`src/rtl/dll_tx_arb.sv`:
```
// Data link layer transmit arbiter.
// Merges a TLP beat stream with DLLPs from several sources onto a PIPE TX
// interface through a single output register. TLPs are never interrupted
// mid-packet. All pending DLLPs are packed into one beat. A bounded DLLP
// streak counter keeps TLPs moving when both kinds of traffic are waiting.
module dll_tx_arb #(
    parameter int PIPE_DATA_WIDTH = 256,
    parameter int DLLP_WIDTH      = 64,
    parameter int DLLP_SRC_CNT    = 3,
    parameter int DLLP_BURST_MAX  = 4
) (
    input  logic                               sclk,
    input  logic                               srst,
    input  logic                               link_up_i,
    input  logic                               tlp_valid_i,
    input  logic [PIPE_DATA_WIDTH-1:0]         tlp_data_i,
    input  logic                               tlp_last_i,
    output logic                               tlp_ready_o,
    input  logic [DLLP_SRC_CNT-1:0]            dllp_valid_i,
    input  logic [DLLP_SRC_CNT*DLLP_WIDTH-1:0] dllp_data_i,
    output logic [DLLP_SRC_CNT-1:0]            dllp_ready_o,
    output logic [PIPE_DATA_WIDTH-1:0]         pipe_txdata_o,
    output logic                               pipe_txvalid_o,
    output logic                               pipe_txdllp_o,
    input  logic                               pipe_txready_i
);

    localparam logic [7:0] BURST_LIMIT = 8'(DLLP_BURST_MAX);

    typedef enum logic {
        ST_BOUNDARY,
        ST_IN_TLP
    } state_e;

    state_e                     state_q, state_d;
    logic [7:0]                 streak_q, streak_d;
    logic [PIPE_DATA_WIDTH-1:0] txdata_q, txdata_d;
    logic                       txvalid_q, txvalid_d;
    logic                       txdllp_q, txdllp_d;

    logic                       ld;
    logic                       tlp_ok;
    logic                       dllp_any;
    logic                       grant_tlp;
    logic                       grant_dllp;
    logic [PIPE_DATA_WIDTH-1:0] dllp_packed;

    // Pack every pending DLLP into consecutive slots, lowest source index first.
    always_comb begin
        int slot;
        // NOTE: every always_comb output gets a default before any branch, so no
        // path leaves it unassigned and no latch is inferred.
        dllp_packed = '0;
        slot        = 0;
        for (int i = 0; i < DLLP_SRC_CNT; i++) begin
            if (dllp_valid_i[i]) begin
                dllp_packed[slot*DLLP_WIDTH +: DLLP_WIDTH] = dllp_data_i[i*DLLP_WIDTH +: DLLP_WIDTH];
                slot = slot + 1;
            end
        end
    end

    // Arbitration and next-state: DLLPs only between packets, capped by the streak.
    always_comb begin
        ld         = !txvalid_q || pipe_txready_i;
        tlp_ok     = tlp_valid_i && link_up_i;
        dllp_any   = |dllp_valid_i;
        grant_tlp  = 1'b0;
        grant_dllp = 1'b0;
        state_d    = state_q;

        case (state_q)
            ST_BOUNDARY: begin
                if (dllp_any && !(tlp_ok && (streak_q >= BURST_LIMIT))) begin
                    grant_dllp = 1'b1;
                end else if (tlp_ok) begin
                    grant_tlp = 1'b1;
                end
            end
            ST_IN_TLP: begin
                // Mid-packet: link state is ignored so the packet always completes.
                grant_tlp = tlp_valid_i;
            end
            default: ;
        endcase

        if (ld && grant_tlp) begin
            state_d = tlp_last_i ? ST_BOUNDARY : ST_IN_TLP;
        end
    end

    // Handshakes are only offered when the output register can take a beat.
    always_comb begin
        tlp_ready_o  = ld && grant_tlp && !srst;
        dllp_ready_o = (ld && grant_dllp && !srst) ? dllp_valid_i : '0;
    end

    // Output register next value and DLLP streak bookkeeping.
    always_comb begin
        txdata_d  = txdata_q;
        txvalid_d = txvalid_q;
        txdllp_d  = txdllp_q;
        streak_d  = streak_q;

        if (ld) begin
            txvalid_d = grant_tlp || grant_dllp;
            if (grant_tlp) begin
                txdata_d = tlp_data_i;
                txdllp_d = 1'b0;
                streak_d = '0;
            end else if (grant_dllp) begin
                txdata_d = dllp_packed;
                txdllp_d = 1'b1;
                // Only DLLPs that actually delay a waiting TLP count toward the cap.
                if (tlp_ok && (streak_q < BURST_LIMIT)) begin
                    streak_d = streak_q + 8'd1;
                end
            end
        end
    end

    // State, streak and output registers with synchronous reset.
    always_ff @(posedge sclk) begin
        // NOTE: sequential state uses non-blocking assignments so every register
        // samples pre-edge values regardless of statement order.
        if (srst) begin
            state_q   <= ST_BOUNDARY;
            streak_q  <= '0;
            txdata_q  <= '0;
            txvalid_q <= 1'b0;
            txdllp_q  <= 1'b0;
        end else begin
            state_q   <= state_d;
            streak_q  <= streak_d;
            txdata_q  <= txdata_d;
            txvalid_q <= txvalid_d;
            txdllp_q  <= txdllp_d;
        end
    end

    assign pipe_txdata_o  = txdata_q;
    assign pipe_txvalid_o = txvalid_q;
    assign pipe_txdllp_o  = txdllp_q;

endmodule

```
`config.mk`:
```
export PLATFORM = sky130hd
export DESIGN_NAME = dll_tx_arb
export DESIGN_NICKNAME = d
export VERILOG_FILES = /design/src/rtl/dll_tx_arb.sv
export SDC_FILE = /design/constraint.sdc
export NUM_CORES = 1
export LEC_CHECK = 0
export ABC_AREA = 1
export CAP_MARGIN = 10
export CELL_PAD_IN_SITES_DETAIL_PLACEMENT = 2
export CELL_PAD_IN_SITES_GLOBAL_PLACEMENT = 2
export CORE_MARGIN = 1.5
export CORE_UTILIZATION = 18
export DETAILED_ROUTE_END_ITERATION = 12
export PLACE_DENSITY = 0.76
export SLEW_MARGIN = 25
export SYNTH_ARGS = -nofsm -noshare
export SYNTH_HDL_FRONTEND = slang
export SYNTH_SLANG_ARGS = --single-unit
```
`constraint.sdc`:
```
create_clock -name sclk -period 1.65 [get_ports sclk]
set_input_delay 0.33 -clock sclk [delete_from_list [all_inputs] [get_ports sclk]]
set_output_delay 0.33 -clock sclk [all_outputs]
set_load 0.02 [all_outputs]
```
After elaboration in Yosys (flattened, before gate mapping):

Index checks and enable logic that the tools add are counted.

* register bits after elaboration: 267
* bits of input ports: 457
* output and inout bits: 262
* logic and storage cells: 55

* $add $sub $neg: 4
* $lt $le $gt $ge: 2
* shifts and indexed selects: 4
* muxes and demuxes: 21
* bitwise logic cells: 1
* reductions and logical operators: 18

Operators with widths (number)
* $mux 256: 4
* $bwmux 256: 2
* $shift 64x33->256 const A: 2
* $shiftx 64x33->256: 2
* $neg 32->33: 2
* $mux 64: 1
* $mux 26: 1
* $mux 8: 3
* $add 8x1->8 const B: 1
* $ge 8x3->1 const B: 1
* $logic_and 1x1->1: 8
* $lt 8x3->1 const B: 1
* $mux 1: 8
* $reduce_bool 2->1: 2
* $logic_not 1->1: 3
* $mux 3: 1
* $reduce_and 3->1: 1
* $reduce_or 3->1: 1
* $add 1x1->2 const B: 1
* $logic_or 1x1->1: 2
* $pmux 1 s2: 1
* $reduce_and 2->1: 1
* $not 1->1: 1

Longest topological paths before layout:

Gate-level depths: netlist of the first run.

* depth in word-level cells: 9
* gate-level depth with buffers: 12
* depth with buffers taken out: 10

Worst setup path after synthesis of the first run:

Ideal clock, no wire load.

* kind: input -> output
* from: input port dllp_valid_i[0]
* to: output port dllp_ready_o[0]
* arrival time: 1.520 ns
* data required time: 1.320 ns
* setup slack: -0.200 ns
* cell stages on the path: 8
* path buffers: 1
* path through: inv_1 ha_1 nand2_1 nand3_2 nand2_2 buf_2 nand4_1 nor2_1

* cells in the longest elaborated chain, start to end: 7

RTL lines
* from (decl): RTL line 19 `input logic [DLLP_SRC_CNT-1:0] dllp_valid_i,`
* $reduce_or 3->1: RTL line 67 `dllp_any = |dllp_valid_i;`
* $logic_and 1x1->1: RTL line 74 `if (dllp_any && !(tlp_ok && (streak_q >= BURST_LIMIT))) begin`
* $mux 1: RTL line 74
* $mux 1: RTL line 72 `case (state_q)`
* $logic_and 1x1->1 (2 in series): RTL line 95 `dllp_ready_o = (ld && grant_dllp && !srst) ? dllp_valid_i : '0;`
* $mux 3 *: RTL line 95
* to (decl): RTL line 21 `output logic [DLLP_SRC_CNT-1:0] dllp_ready_o,`

Mark *: on every way between the ends. The rest lies on a longest branch, timed or not.

Final worst setup path of the first run:

* from: register streak_q[7]
* to: output port dllp_ready_o[0]

* cells in the longest elaborated chain, start to end: 9

RTL lines
* from (decl): RTL line 36 `logic [7:0] streak_q, streak_d;`
* from (signal assigned): RTL line 134 `streak_q <= streak_d;`
* $ge 8x3->1: RTL line 74
* $logic_and 1x1->1: RTL line 74
* $logic_not 1->1: RTL line 74
* $logic_and 1x1->1: RTL line 74
* $mux 1: RTL line 74
* $mux 1: RTL line 72
* $logic_and 1x1->1 (2 in series): RTL line 95
* $mux 3: RTL line 95

No other way between the ends.

==> results of run 1 <==
-- power groups by stage --
stage / registers [uW] / logic (uW) / clock network, uW
5_1_grt: 7030 / 8000 / 9530
2_1_floorplan: 7430 / 1770 / 0
3_5_place_dp: 7100 / 5260 / 0
4_1_cts: 6980 / 6590 / 9170
6_report: 7010 / 7670 / 9180
3_3_place_gp: 7090 / 5190 / 0
-- state kept, by name, indices dropped and copies added, names as in the netlist --
register        count
state_q             1
pipe_txdata_o     256
pipe_txdllp_o       1
pipe_txvalid_o      1
streak_q            8
-- per-layer routing --
layer	vias to the layer above	GRT usage	share of wire
met2	978	0.449	0.49
li1	10000	-	-
met4	12	0.116	0.062
met1	11800	0.294	0.39
met3	413	0.0498	0.060
met5	-	0	0.00052
-- cell families (layout without fill, tap and decap cells) --
group | after synthesis | in the layout | share of synthesized area
other | 0 | 21 | 0
buffers and inverters | 420 | 1300 | 0.117
adders and majority gates | 5 | 5 | 0.00407
AOI/OAI and AO/OA | 262 | 262 | 0.0854
and+or+nand+nor | 1651 | 1651 | 0.447
DFF | 267 | 267 | 0.347
-- final cells by class --
cell class,count,area share
clock inverters,13,0.00391
flip-flops and latches,267,0.164
clock buffers,61,0.0368
multi-input cells,1918,0.354
diodes,21,0.00161
inverters,207,0.0240
well taps,1144,0.0439
repair buffers,1019,0.371
-- synthesized netlist by cell type, drive strengths merged --
cell type,instances
o21ai,257
nor3,63
clkbuf,113
inv,206
ha,5
nor2,82
nand2,1050
buf,100
nand4,2
a21oi,4
clkinv,1
a31o,1
nand3,454
dfxtp,267
-- final timing paths --
check,start,to,slack (ns),depth (start not counted)
setup / recovery,streak_q[7]$_SDFFE_PP0P_,dllp_ready_o[0],-0.71,9
hold / removal,tlp_data_i[222],pipe_txdata_o[222]$_SDFFE_PP0P_,0.30,3
setup reg to reg,streak_q[7]$_SDFFE_PP0P_,pipe_txdata_o[45]$_SDFFE_PP0P_,-0.62,15
hold reg to reg,pipe_txdata_o[253]$_SDFFE_PP0P_,pipe_txdata_o[253]$_SDFFE_PP0P_,0.45,2
-- worst max-delay path: cells and delay by family (launching register included) --
family,cells,cell delay (ns)
flip-flops,1,0.35
AND/OR/NAND/NOR,7,0.79
buffers and inverters,2,0.31
-- cells in the final DEF, fill, tap and decap left out, types with 43 or more instances in the layout --
cell type / count
buf_12: 84
buf_16: 55
buf_4: 86
clkbuf_16: 67
clkbuf_2: 43
clkdlybuf4s15_1: 53
clkdlybuf4s15_2: 63
clkdlybuf4s50_1: 455
dfxtp_1: 253
dlygate4sd2_1: 91
inv_1: 199
nand2_1: 674
nand2_2: 307
nand2_4: 66
nand3_1: 185
nand3_2: 192
nand3_4: 77
nor2_1: 72
nor3_1: 62
o21ai_0: 243
-- timing repair --
action                     4_1_cts  5_1_grt
gates cloned                    51       45
gates resized for setup        897      684
pin swaps                       77      331
setup endpoints to repair      520      334
setup buffers                   55       36
-- metrics by stage --
step	power [uW]	setup TNS, ns	worst slack [ns]	instance area (um2)	hold WS (ns)
after floorplan	9200	-0.0818	-0.0409	15400	0.419
after global placement	12300	-193.59	-1.10	24800	0.426
after detailed placement	12400	-204.12	-1.12	24800	0.434
after CTS	22700	-136.56	-0.702	29500	0.256
after global routing	24600	-132.72	-0.782	32600	0.291
final	23900	-118.51	-0.710	32600	0.297
==> flow_summary.yaml, run 1 <==
routing:
  wl_per_cell_um: 30.0
  drt-total-wl_um: 139000
  drt_iter0_markers: 1189
  final_antenna_net_count: 0
  vias: 23200
  dr.pass1.iters: 5
  routed_via_density: 5.00
  route.detailed.drc: 0
layout:
  postLayoutCoreUtil: 0.384
  seq_area_um2: 5360
  final_nets: 3915
  multi_input_area_um2: 11600
  drive_gt1_frac: 0.334
  fin_cells: 4650
  nFillCells: 9421
  area_growth_pct: 112
synth:
  yosysUniqueCellTypes: 23
  yosys-top-cells-area: "dfxtp_1, nand2_1, nand3_1, o21ai_0, inv_1"
  synth_top_area_share: 0.347
  postSynthAreaPerCell_um2: 5.91
  synthesis.nets: 3067
  syn_inst: 2605
  yosysTopAreaCell: "dfxtp_1"
  yosys_warnings: 0
  synth.ff_latch_count: 267
  syn_area_um2: 15400
  yosysSeqAreaShare: 0.347
floorplanning:
  io-pin-count: 719
  dieArea_um2: 87300
  die_w_um: 295
  core_area_um2: 84900
  num_rows: 107
  die_height_um: 295
  initial_core_util: 0.181
setup_path:
  end_kind: "primary output"
  crit_slowest_cell: "dfxtp_2"
  path_class: "flop to primary output"
  path_cells: "nor2_4 > nand3_4 > nand2_4 > nand3_2 > nand2_2 > nand4_1 > buf_6 > nor2_4 > buf_6"
  cp-start-kind: "flop"
  critPathArrivalTime_ns: 2.03
  crit_required_ns: 1.32
  cpPeakStageDelay_ns: 0.35
  crit_fanout: 3
timing:
  setup_ws_ns: -0.710
  finalSetupViolCount: 287
  finalClockSkew_ns: 0.0437
  maxSlewViolCount: 0
  fmax_mhz: 424
  grt_setup_unrepaired: "true"
  slew-limit-headroom: 0.264
  finalCriticalPeriod_ns: 2.36
  worstMarginPinSlew_ns: 1.10
  finalCritPeriodShare: 1.43
  final_hold_viol_count: 0
clock_tree:
  tritoncts: "done"
  htreeDepth: 2
  cts-root-buf: "clkbuf_16"
  cts_sinks: 267
  holdBufCountCts: 0
  clk_pin_slew_ns: 0.07
  cts_buffer_depth: 3
  clk_latency_ns: 0.60
  numCtsBuffers: 40
global_routing:
  antenna_found_initial: 26
  grt_overflow: 0
  grt_usage: 0.254
  grt_max_degree: 96
  grt_pass1_vias: 24200
  grt_pass1_wl_um: 164000
power_and_ir_drop:
  powerDensity_nw_per_um2: 731
  clkPwrFrac: 0.385
  leakagePower_uw: 0.0151
  p_sw_uw: 8450
  seq_power_share: 0.294
  combPwrFrac: 0.321
  peakVddDrop_v: 0.000921
  swShare: 0.354
  intPower_uw: 15400
hold_path:
  hp-class: "primary input to flop"
run:
  drv_cap: 0
place:
  placedCellCount: 4403
  gp_congestion: 0.821
  place_hpwl_um: 71100
  io_buffer_count: 718
run_status:
  status: "complete, but fails checks"
  failed_checks: "negative setup slack"
(Power assumes the default switching activity.)
==> inputs of run 2 (changes only) <==
--- a/config.mk
+++ b/config.mk
@@ -11,6 +11,7 @@
 export CELL_PAD_IN_SITES_GLOBAL_PLACEMENT = 2
 export CORE_MARGIN = 1.5
 export CORE_UTILIZATION = 18
+export CTS_CLUSTER_SIZE = 12
 export DETAILED_ROUTE_END_ITERATION = 12
 export PLACE_DENSITY = 0.76
 export SLEW_MARGIN = 25
==> run 2 against run 1 <==
Compared with the run above: the run still ends with negative setup slack left; final cell count is 0.45% lower; via count decreased by 4.6%; core utilization is 2.8 points lower; non-clock buffer count is 19 lower; clock power is 4.2% lower; clock-buffer cell count unchanged; combinational power down 11%; routed wire length fell by 12%; register-to-register slack better by 0.14 ns; worst hold slack worse by 0.0029 ns; critical path type unchanged; highest routed layer unchanged.
==> flow_summary.yaml, run 2 (synthesis results as in run 1) <==
routing:
  wl_per_cell_um: 26.6
  vias: 22200
  final_antenna_net_count: 0
  route.detailed.drc: 0
  routed_via_density: 4.79
  drt_iter0_markers: 886
  drt-total-wl_um: 123000
  dr.pass1.iters: 4
floorplanning:
  io-pin-count: 719
  dieArea_um2: 87300
  die_w_um: 295
  die_height_um: 295
  initial_core_util: 0.181
  core_area_um2: 84900
  num_rows: 107
place:
  place_area_um2: 24800
  place_hpwl_um: 71100
  io_buffer_count: 718
  gp_congestion: 0.821
  post-place-ws_ns: -1.12
  placedCellCount: 4403
clock_tree:
  clk_pin_slew_ns: 0.06
  htreeDepth: 2
  tritoncts: "done"
  cts_sinks: 267
  cts_buffer_depth: 3
  numCtsBuffers: 40
  cts-root-buf: "clkbuf_16"
  clk_latency_ns: 0.58
  holdBufCountCts: 0
timing:
  finalCritPeriodShare: 1.40
  worstMarginPinSlew_ns: 0.835
  fmax_mhz: 433
  final_hold_viol_count: 0
  setup_ws_ns: -0.660
  maxSlewViolCount: 0
  grt_setup_unrepaired: "true"
  setup_tns_ns: -86.21
  slew-limit-headroom: 0.443
  finalSetupViolCount: 275
  finalClockSkew_ns: 0.0209
  finalCriticalPeriod_ns: 2.31
setup_path:
  end_kind: "primary output"
  cp-start-kind: "flop"
  cp.depth: 9
  rr_endpoint: "pipe_txdata_o[245]$_SDFFE_PP0P_"
  r2r_slack_ns: -0.48
  cpPeakStageDelay_ns: 0.34
  crit_buf_inv: 2
  path_class: "flop to primary output"
  path_delay_family: "simple AND/OR/NAND/NOR gates"
  path_cells: "nor2_4 > nand3_4 > nand2_4 > nand3_4 > nand2_8 > nand4_1 > buf_6 > nor2_2 > buf_6"
  rr_worst_depth: 15
  r2r_start: "streak_q[7]$_SDFFE_PP0P_"
  crit_required_ns: 1.32
  critPathArrivalTime_ns: 1.98
  crit_fanout: 3
  crit_slowest_cell: "dfxtp_2"
power_and_ir_drop:
  peakVddDrop_v: 0.000793
  leakagePower_uw: 0.0148
  powerDensity_nw_per_um2: 746
hold_path:
  holdPathEnd: "pipe_txdata_o[215]$_SDFFE_PP0P_"
  holdCritStartpoint: "tlp_data_i[215]"
  min_path_cells: 3
  hp-class: "primary input to flop"
layout:
  largest_reg_flops: 256
  fin_cells: 4629
  final_cell_mix: "nand2_1, clkdlybuf4s50_1, nand3_1"
  postLayoutCoreUtil: 0.356
  area_growth_pct: 96.6
  drive_gt1_frac: 0.198
  final_nets: 3896
  stdcell_area_um2: 30300
  final_common_cell: "nand2_1"
  nFillCells: 9780
run_status:
  status: "complete, but fails checks"
  failed_checks: "negative setup slack"
global_routing:
  grt_pass1_vias: 24300
  grt_usage: 0.265
  grt_pass1_wl_um: 170000
  grt_max_degree: 94
  grt_overflow: 0
  antenna_found_initial: 29
run:
  drv_cap: 0
## run 2: cell types whose count changed in the layout (fill, tap and decap cells not counted), sizes merged
| cell | before | now |
|---|---|---|
| bufinv | 1 | 0 |
| clkbuf | 131 | 69 |
| clkdlybuf4s15 | 116 | 110 |
| clkdlybuf4s18 | 1 | 0 |
| clkdlybuf4s50 | 455 | 454 |
| clkinvlp | 3 | 4 |
| diode | 21 | 19 |
| dlygate4sd2 | 91 | 141 |
| dlymetal6s2s | 0 | 1 |
## run 2: area by class of cell
cell class              instances  area [um2]  share of cell area
multi-input cells            1918        9360               0.309
diodes                         19        47.5             0.00157
well taps                    1144        1430              0.0473
clock inverters                13         105             0.00347
repair buffers               1000       12000               0.396
inverters                     207         785              0.0259
clock buffers                  61        1190              0.0393
flip-flops and latches        267        5360               0.177
## run 2: tightest hold or removal path, stage by stage
cell             delay [ns]
clkdlybuf4s50_1        0.40
nand2_1                0.06
nand2_1                0.04
## run 2: power by group
group	switching [uW]	internal (uW)	leakage [uW]
Combinational	3620	3200	0.0120
Clock	3780	5010	0.000629
Sequential	207	6770	0.00218
Total	7610	15000	0.0148
## run 2: worst max-delay path by stage
| stage | start | slack [ns] | endpoint |
|---|---|---|---|
| 3_3_place_gp | tlp_valid_i | -1.10 | dllp_ready_o[0] |
| 3_5_place_dp | tlp_valid_i | -1.12 | dllp_ready_o[0] |
| 2_1_floorplan | dllp_valid_i[1] | -0.04 | dllp_ready_o[0] |
| 5_1_grt | streak_q[5]$_SDFFE_PP0P_ | -0.75 | dllp_ready_o[2] |
| 4_1_cts | streak_q[7]$_SDFFE_PP0P_ | -0.71 | dllp_ready_o[2] |
| 6_report | streak_q[7]$_SDFFE_PP0P_ | -0.66 | dllp_ready_o[2] |
## run 2: repair_timing
action / CTS / global route
buffers inserted: 59 / 15
gates cloned: 72 / 8
pin swaps: 106 / 12
setup endpoints to repair: 518 / 317
gates resized for setup: 724 / 199
## run 2: per-layer routing
| metal | routed length, um | part of all wire | track usage | vias to the layer above |
|---|---|---|---|---|
| li1 | - | - | - | 9988 |
| met2 | 60800 | 0.49 | 0.460 | 811 |
| met5 | 127 | 0.0010 | 0 | - |
| met4 | 5760 | 0.047 | 0.122 | 18 |
| met3 | 6760 | 0.055 | 0.0525 | 313 |
| met1 | 49800 | 0.40 | 0.313 | 11100 |
## run 2: stage by stage
stage          power, uW  hold WS, ns
2_1_floorplan       9200        0.419
3_3_place_gp       12300        0.426
3_5_place_dp       12400        0.434
4_1_cts            22500        0.259
5_1_grt            23400        0.287
6_report           22600        0.294
==> inputs of run 3 (changes only) <==
==> constraint.sdc (replaced) <==
create_clock -name sclk -period 1.9 [get_ports sclk]
set_input_delay 0.38 -clock sclk [delete_from_list [all_inputs] [get_ports sclk]]
set_output_delay 0.38 -clock sclk [all_outputs]
set_load 0.02 [all_outputs]
==> run 3 against run 2 <==
Compared with the run above: register-to-register slack improved by 0.28 ns; clock-buffer cell count fell by 2; the flow still finishes with violations (negative setup slack); first-iteration DRC count rose by 0.11%; design area fell by 9.4%; routed wire length fell by 15%; worst hold slack improved by 0.027 ns; sequential cell count did not move.
==> flow_summary.yaml, run 3 (synthesis results as in run 1) <==
global_routing:
  grt_pass1_wl_um: 142000
  grt_max_degree: 113
  top_usage_layer: "met2"
  grt_pass1_vias: 21900
  grt_overflow: 0
  gr-usage-met2: 0.378
  use_met1: 0.250
  grt_usage: 0.218
  antenna_found_initial: 25
  use_met3: 0.0652
floorplanning:
  dieArea_um2: 87300
  die_w_um: 295
  core_area_um2: 84900
  die_height_um: 295
  io-pin-count: 719
  initial_core_util: 0.181
  num_rows: 107
layout:
  drive_gt1_frac: 0.111
  nFillCells: 10100
  largest_reg_flops: 256
  postLayoutCoreUtil: 0.323
  final_common_cell: "nand2_1"
  area_growth_pct: 78.1
  final_cell_mix: "nand2_1, clkdlybuf4s50_1, nand3_1"
  final_nets: 3826
  multi_input_area_um2: 8590
  seq_area_um2: 5350
clock_tree:
  cts-root-buf: "clkbuf_16"
  clk_pin_slew_ns: 0.06
  htreeDepth: 2
  cts_buffer_depth: 3
  tritoncts: "done"
  numCtsBuffers: 40
  holdBufCountCts: 0
  cts_sinks: 267
  clk_latency_ns: 0.60
timing:
  worstMarginPinSlew_ns: 0.678
  maxSlewViolCount: 0
  fmax_mhz: 412
  slew-limit-headroom: 0.548
  grt_setup_unrepaired: "true"
  finalCriticalPeriod_ns: 2.43
  finalClockSkew_ns: 0.0364
  finalSetupViolCount: 233
  setup_tns_ns: -24.41
  finalCritPeriodShare: 1.28
  setup_ws_ns: -0.526
  hold_ws_ns: 0.322
  final_hold_viol_count: 0
place:
  gp_congestion: 0.832
  post-place-ws_ns: -0.953
  io_buffer_count: 718
  place_hpwl_um: 73800
setup_path:
  crit_slowest_cell: "dfxtp_2"
  crit_required_ns: 1.52
  end_kind: "primary output"
  path_delay_family: "simple AND/OR/NAND/NOR gates"
  crit_buf_inv: 2
  cpPeakStageDelay_ns: 0.33
  cp-start-kind: "flop"
  path_cells: "nor2_2 > nand3_2 > nand2_4 > nand3_4 > nand2_8 > nand4_1 > buf_4 > nor2_4 > buf_6"
  crit_fanout: 2
  path_class: "flop to primary output"
  critPathArrivalTime_ns: 2.05
routing:
  wl_per_cell_um: 23.1
  final_antenna_net_count: 0
  vias: 20800
  drt_iter0_markers: 887
  dr.pass1.iters: 5
  routed_via_density: 4.57
  drt-total-wl_um: 105000
  route.detailed.drc: 0
power_and_ir_drop:
  leakagePower_uw: 0.0142
  powerDensity_nw_per_um2: 693
  peakVddDrop_v: 0.000550
run_status:
  failed_checks: "negative setup slack"
  status: "complete, but fails checks"
hold_path:
  hp-class: "primary input to flop"
run:
  drv_cap: 0
-- run 3: changes by cell type in the layout (fill, tap and decap cells not counted), moves of 18 or more --
cell and change:
dlygate4sd2_1 +113, nand2_1 +92, nand3_1 +80, nand3_2 -76, nand2_2 -74, buf_16 -69
clkdlybuf4s15_1 -58, clkdlybuf4s15_2 -51, nand2_4 -18
-- run 3: timing repair --
item | CTS | global route
pin swaps | 9 | 8
setup endpoints to repair | 502 | 263
resized for setup | 301 | 106
gates cloned | 3 | 23
setup buffers | 4 | 10
-- run 3: path summary, 6_finish.rpt --
path / depth (start not counted) / end / slack (ns) / startpoint
hold reg to reg: 2 / streak_q[4]$_SDFFE_PP0P_ / 0.45 / streak_q[4]$_SDFFE_PP0P_
setup reg to reg: 14 / pipe_txdata_o[23]$_SDFFE_PP0P_ / -0.20 / streak_q[2]$_SDFFE_PP0P_
hold / removal: 3 / pipe_txdata_o[202]$_SDFFE_PP0P_ / 0.32 / tlp_data_i[202]
setup / recovery: 9 / dllp_ready_o[0] / -0.53 / streak_q[2]$_SDFFE_PP0P_
-- run 3: routing by layer --
layer  vias up  wire [um]
met1     10200      41900
met5         -        164
met3       187       7630
li1       9802          -
met2       586      51600
met4        26       3840
-- run 3: worst register-to-register path, cell delays in order (launching register included) --
cell and delay [ns]:
dfxtp_2 0.33, nor2_2 0.11, nand3_2 0.15, nand2_4 0.12, nand3_2 0.08, nand2_2 0.08, buf_4 0.11, buf_6 0.11
nand2_8 0.07, nor2_4 0.15, buf_12 0.18, buf_16 0.19, clkbuf_16 0.21, nand2_1 0.06, nand2_1 0.07
-- run 3: power by group --
part / internal, uW / switching, uW / total (uW)
Combinational: 2230 / 2680 / 4910
Clock: 4820 / 3230 / 8050
Sequential: 5880 / 153 / 6030
-- run 3: final cells by class --
| cell class | instances | share of cell area |
|---|---|---|
| inverter | 207 | 0.0287 |
| sequential | 267 | 0.195 |
| antenna | 16 | 0.00146 |
| multi-input combinational | 1918 | 0.313 |
| clock buffer | 59 | 0.0424 |
| timing repair buffer | 930 | 0.359 |
| tap | 1144 | 0.0522 |
| clock inverter | 11 | 0.00785 |
-- run 3: per-stage QoR --
stage                     cell area [um2]  power (uW)  instances
final                               27400       19000       4552
after global routing                27400       19800       4546
after CTS                           26400       18800       4504
after detailed placement            25100       10800       4428
after global placement              25100       10700       4428
after floorplan                     15400        7980       2605
==> patch 1: new RTL, config.mk and constraints of run 3 <==
Set the parameter `PIPE_DATA_WIDTH` to 128 (it was 256).
--- a/src/rtl/dll_tx_arb.sv
+++ b/src/rtl/dll_tx_arb.sv
@@ -4,7 +4,7 @@
 // mid-packet. All pending DLLPs are packed into one beat. A bounded DLLP
 // streak counter keeps TLPs moving when both kinds of traffic are waiting.
 module dll_tx_arb #(
-    parameter int PIPE_DATA_WIDTH = 256,
+    parameter int PIPE_DATA_WIDTH = 128,
     parameter int DLLP_WIDTH      = 64,
     parameter int DLLP_SRC_CNT    = 3,
     parameter int DLLP_BURST_MAX  = 4
Ports: changed (resized pipe_txdata_o and tlp_data_i); port bits go from 719 to 463. The function was not compared with the original's and may differ.
==> patch 1 against run 3 <==
  * Clock skew down 0.026 ns
  * Sequential share of layout area down 3.2 points
  * First-iteration DRC count down 43%
  * Power down 46%
  * Critical path depth up 1
  * Sequential power down 46%
  * Worst setup slack better by 0.28 ns
  * Synthesized area down 41%
  * Final area down 38%
  * Wire length down 39%
  * Core utilization up 1.9 points
  * Sequential cell count down 128
  * The run still ends with negative setup slack left
  * Synthesized cell count down 40%
==> patch 1: results <==
[worst_hold_path]
min_to = state_q
hold_class = input pin to flop
min_from = tlp_valid_i
hold_path_depth = 3

[timing]
setup_slack_ns = -0.243
skew_ns = 0.0102
slew_headroom_pct = 52.9
setup_viol = 107
whs_ns = 0.426

[power_and_ir_drop]
p_seq_share_pct = 31.3
peakVddDrop_v = 0.000578
p_sw_mw = 3.45
p_leak_nw = 7.82

[worst_setup_path]
crit_path_max_fanout = 3
r2r_start = streak_q[6]
reg2reg_slack_ns = -0.20
worstPathArrival_ns = 1.76
rr_worst_depth = 16
reg2reg_to = pipe_txdata_o[118]

[status]
violations = negative setup slack
status = finished, violations left

[synth]
syn-num-nets = 1905
ys_types = 24
synth_top_cells_by_count = 611 x nand2_1, 166 x inv_1, 139 x dfxtp_1
yosysWarningCount = 0
synthFlopType = dfxtp_1
synth_area_leaders = dfxtp_1 30%, nand2_1 25%, inv_1 6.8%, nand3_1 6.1%, a21oi_1 5.9%
synth.yosys.seq_area_share_pct = 30.4
async_flop_share_pct = 0

[placed_design]
port_buffers = 462
place_area_um2 = 15000
dp_hpwl_um = 41800
pre_cts_slack_ns = -0.946
routabilityCongestion = 0.829

[cts]
insertion_delay_ns = 0.49
clockBufferDepth = 2
htree_num_levels = 4
clock_tree.root_cell = clkbuf_16
cts_made_buffers = 17
cts.clk_slew.worst_paths_ns = 0.07

[global_routing]
grt_pass1_vias = 14455
grt_use_total_pct = 24.5
grt_pass1_wl_um = 94800
antenna_found_initial = 7
grt_max_degree = 81

[routing]
ant_nets = 0
drtIter0Drc = 503
via_per_inst = 4.68
drtPass1Iterations = 4
drt_wl_total_um = 64300

[final_layout]
largest_reg_flops = 128
layout-drive-gt1-share_pct = 15.1
nets = 2390
## patch 1: cell types whose count changed after synthesis, moves of 10 or more
cell and delta:
o22ai_1 +64, clkbuf_1 -54, a21boi_0 +60, o21ai_1 +36, a21oi_1 +103, dfxtp_1 -128
inv_1 -36, nand2_1 -435, o21ai_0 -200, buf_1 -16, nor3_1 -63, nand3_1 -341
buf_6 -10, buf_2 -17
## patch 1: critical path: stages, from the launching register on
cell,delay [ns]
dfxtp_2,0.33
nor2_2,0.11
nand3_2,0.09
nand2_2,0.10
nand3_2,0.08
nand2_4,0.08
nand2_4,0.06
clkinv_4,0.06
nand3_4,0.12
nor2_4,0.11
buf_6,0.12
## patch 1: area by class of cell
class                           count  area (µm²)
Clock buffer                       21         470
Inverter                          170         646
Clock inverter                     11         141
Fill cell                        5866       33000
Multi-Input combinational cell   1145        5730
Timing Repair Buffer              584        6500
Antenna cell                        4        10.0
Sequential cell                   139        2790
Tap cell                          672         841
## patch 1: power groups by stage
stage               combinational, mW  sequential [mW]  clock [mW]
global route                     3.64             3.25        3.93
finish                           3.39             3.23        3.69
floorplan                        1.07             3.51           0
global placement                 3.01             3.29           0
CTS                              3.33             3.23        3.82
detailed placement               3.09             3.30           0
## patch 1: how the worst max path moves through the flow
stage | from | endpoint | slack, ns
after floorplan | dllp_valid_i[0] | dllp_ready_o[0] | 0.009
after global placement | dllp_valid_i[1] | dllp_ready_o[0] | -0.80
after detailed placement | tlp_valid_i | pipe_txdata_o[11] | -0.95
after CTS | streak_q[5] | dllp_ready_o[2] | -0.37
after global routing | streak_q[2] | dllp_ready_o[0] | -0.37
final | streak_q[6] | dllp_ready_o[2] | -0.24
## patch 1: metrics by stage
step | TNS [ns] | cells
after floorplan | 0 | 1572
after global placement | -85.09 | 2668
after detailed placement | -102.99 | 2668
after CTS | -12.04 | 2741
after global routing | -19.11 | 2744
final | -5.91 | 2746
## patch 1: metal layers
metal	track usage, %	share of wire (%)	vias to the layer above
li1	-	-	5960
met1	27.2	41	6442
met2	45.6	52	360
met3	5.85	5.2	76
met4	7.78	2.8	2
met5	0	0.017	-
## patch 1: logic make-up (layout without fill, tap and decap cells)
family / Yosys count / in the layout / synth area share (%)
and+or+nand+nor: 814 / 814 / 35.3
xor gates and xnor gates: 1 / 1 / 0.0958
DFF: 139 / 139 / 30.4
AOI/OAI and AO/OA: 326 / 326 / 20.4
buffers and inverters: 288 / 786 / 13.2
adders and majority gates: 4 / 4 / 0.547
other: 0 / 4 / 0
## patch 1: timing repair
item | 4_1_cts | 5_1_grt
endpoints found under the hold margin | 0 | 0
resized for setup | 156 | 122
setup buffers | 21 | 8
gates cloned | 24 | 0
pin swaps | 23 | 37
setup endpoints to repair | 174 | 152
==> patch 2: new RTL, config.mk and constraints of run 3 <==
Made on the original files. Register the output `pipe_txdata_o` once more, with the module's reset; this adds one clock of latency there. The other outputs are not delayed to match.
--- a/src/rtl/dll_tx_arb.sv
+++ b/src/rtl/dll_tx_arb.sv
@@ -138,7 +138,13 @@
         end
     end
 
-    assign pipe_txdata_o  = txdata_q;
+    always_ff @(posedge sclk) begin
+        if (srst) begin
+            pipe_txdata_o <= '0;
+        end else begin
+            pipe_txdata_o <= txdata_q;
+        end
+    end
     assign pipe_txvalid_o = txvalid_q;
     assign pipe_txdllp_o  = txdllp_q;
 
Check against the original RTL: not settled (the Yosys comparison gave no result); the edit may change what the design does.
==> patch 2 against run 3 <==
  * Sequential cell count up 256
  * Power up 57%
  * Global-route usage shrank 2.3 points
  * Largest power group unchanged
  * The flow still finishes with violations (negative setup slack)
  * Largest cell class is now flip-flops and latches
  * Synthesized area is 43% higher
  * Final area up 35%
  * Cell count rose by 29%
  * Wire length grew 24%
  * Worst setup slack lost 0.13 ns
  * Critical path type is now input pin to primary output
==> patch 2: results <==
[cts]
htree_num_levels = 3
cts_made_buffers = 69
cts.clk_slew.worst_paths_ns = 0.06
insertion_delay_ns = 0.65
clock_tree.root_cell = clkbuf_16
clockBufferDepth = 3

[worst_hold_path]
hold_class = input pin to flop
min_from = srst
hold_path_depth = 4
min_to = pipe_txvalid_o

[final_layout]
finalNonFillerCells = 5882
n_fill_cell = 14162
nets = 4652
largestRegisters = pipe_txdata_o: 256 flops, txdata_q: 256 flops, streak_q: 8 flops
layout-drive-gt1-share_pct = 13.9

[worst_setup_path]
reg2reg_slack_ns = -0.36
r2r_start = streak_q[7]
max_stage_delay_ns = 0.50
rr_worst_depth = 16
reg2reg_to = txdata_q[246]
path_delay_family = buffers and inverters
crit_path_max_fanout = 3
cp_slowest_cell = clkdlybuf4s50_1

[placed_design]
routabilityCongestion = 0.827
placed_cells = 5672
port_buffers = 718
dp_hpwl_um = 86300

[global_routing]
grt_max_degree = 81
grt_pass1_wl_um = 182000
grt_use_total_pct = 19.5
antenna_found_initial = 30
grt_pass1_vias = 27111

[routing]
drtPass1Iterations = 5
wire_per_inst_um = 22.2
drtIter0Drc = 1136
vias = 24943

[power_and_ir_drop]
peakVddDrop_v = 0.000604
p_int_mw = 21.2
p_leak_nw = 17.9

[status]
violations = negative setup slack
status = finished, violations left

[timing]
fmaxAchievable_mhz = 391
whs_ns = 0.0850
setup_viol = 247
skew_ns = 0.0397
setup_slack_ns = -0.658
slew_headroom_pct = 55.8

[synth]
synth.yosys.seq_area_share_pct = 47.5
synth_top_cells_by_count = 1,294 x nand2_1, 523 x dfxtp_1, 460 x inv_1
ys_types = 24
yosysWarningCount = 0
synthCells = 3371
async_flop_share_pct = 0
synthFlopType = dfxtp_1
synth_area_leaders = dfxtp_1 47%, nand2_1 22%, inv_1 7.8%, o21ai_0 5.7%, nor2_1 5.7%
syn-num-nets = 3833
-- patch 2: area by class of cell --
type                            count  share of cell area (%)
Timing Repair Buffer              963                    27.9
Antenna cell                       16                   0.109
Clock inverter                     25                    1.01
Inverter                          463                    4.71
Multi-Input combinational cell   2170                    27.1
Tap cell                         1625                    5.51
Sequential cell                   523                    28.4
Clock buffer                       97                    5.27
-- patch 2: repair_timing --
action	CTS	global route
setup endpoints to repair	349	259
pin swaps	18	158
buffers inserted	14	26
cloned	25	13
resized for setup	362	257
-- patch 2: worst max-delay path by stage --
stage | depth (start not counted) | to | startpoint | slack [ns]
2_1_floorplan | 9 | dllp_ready_o[0] | dllp_valid_i[0] | -0.18
3_3_place_gp | 10 | dllp_ready_o[0] | dllp_valid_i[1] | -1.09
3_5_place_dp | 10 | dllp_ready_o[0] | dllp_valid_i[1] | -1.07
4_1_cts | 9 | dllp_ready_o[2] | streak_q[5] | -0.65
5_1_grt | 9 | dllp_ready_o[0] | streak_q[5] | -0.72
6_report | 10 | dllp_ready_o[2] | dllp_valid_i[1] | -0.66
-- patch 2: worst reg2reg max path: cells and delay by family, from the launching register on --
kind	cells	cell delay [ns]
buffers and inverters	9	1.11
and+or+nand+nor	7	0.71
DFF	1	0.33
-- patch 2: logic make-up (layout without fill, tap and decap cells) --
logic type	after synthesis	in the layout	share of synthesized area, %
compound gates	266	266	6.06
simple gates	1898	1898	33.9
buf+inv	678	1548	12.2
xor+xnor	1	1	0.0397
flops	523	523	47.5
fa+ha+maj	5	5	0.284
other cells	0	16	0
-- patch 2: layer usage --
metal / up-vias / routed length [µm] / track usage (%)
li1: 11768 / - / -
met1: 12246 / 53500 / 22.9
met2: 684 / 65000 / 34.3
met3: 217 / 7660 / 5.07
met4: 28 / 4030 / 6.52
met5: - / 191 / 0
-- patch 2: power by group through the flow --
stage	sequential (mW)	clock, mW	combinational, mW
2_1_floorplan	11.9	0	1.61
3_3_place_gp	11.7	0	4.25
3_5_place_dp	11.7	0	4.33
4_1_cts	11.5	13.9	4.58
5_1_grt	11.5	14.3	5.29
6_report	11.5	13.5	4.89
-- patch 2: metrics by stage --
step	total power [mW]	TNS, ns	cell area (µm²)	worst slack (ns)	utilization [%]
2_1_floorplan	13.5	-0.495	22100	-0.175	-
3_3_place_gp	16.0	-153.37	32300	-1.09	26.5
3_5_place_dp	16.1	-156.09	32300	-1.07	26.5
4_1_cts	30.0	-24.04	35400	-0.647	29.1
5_1_grt	31.1	-57.95	36900	-0.721	30.3
6_report	29.8	-39.71	36900	-0.658	30.3
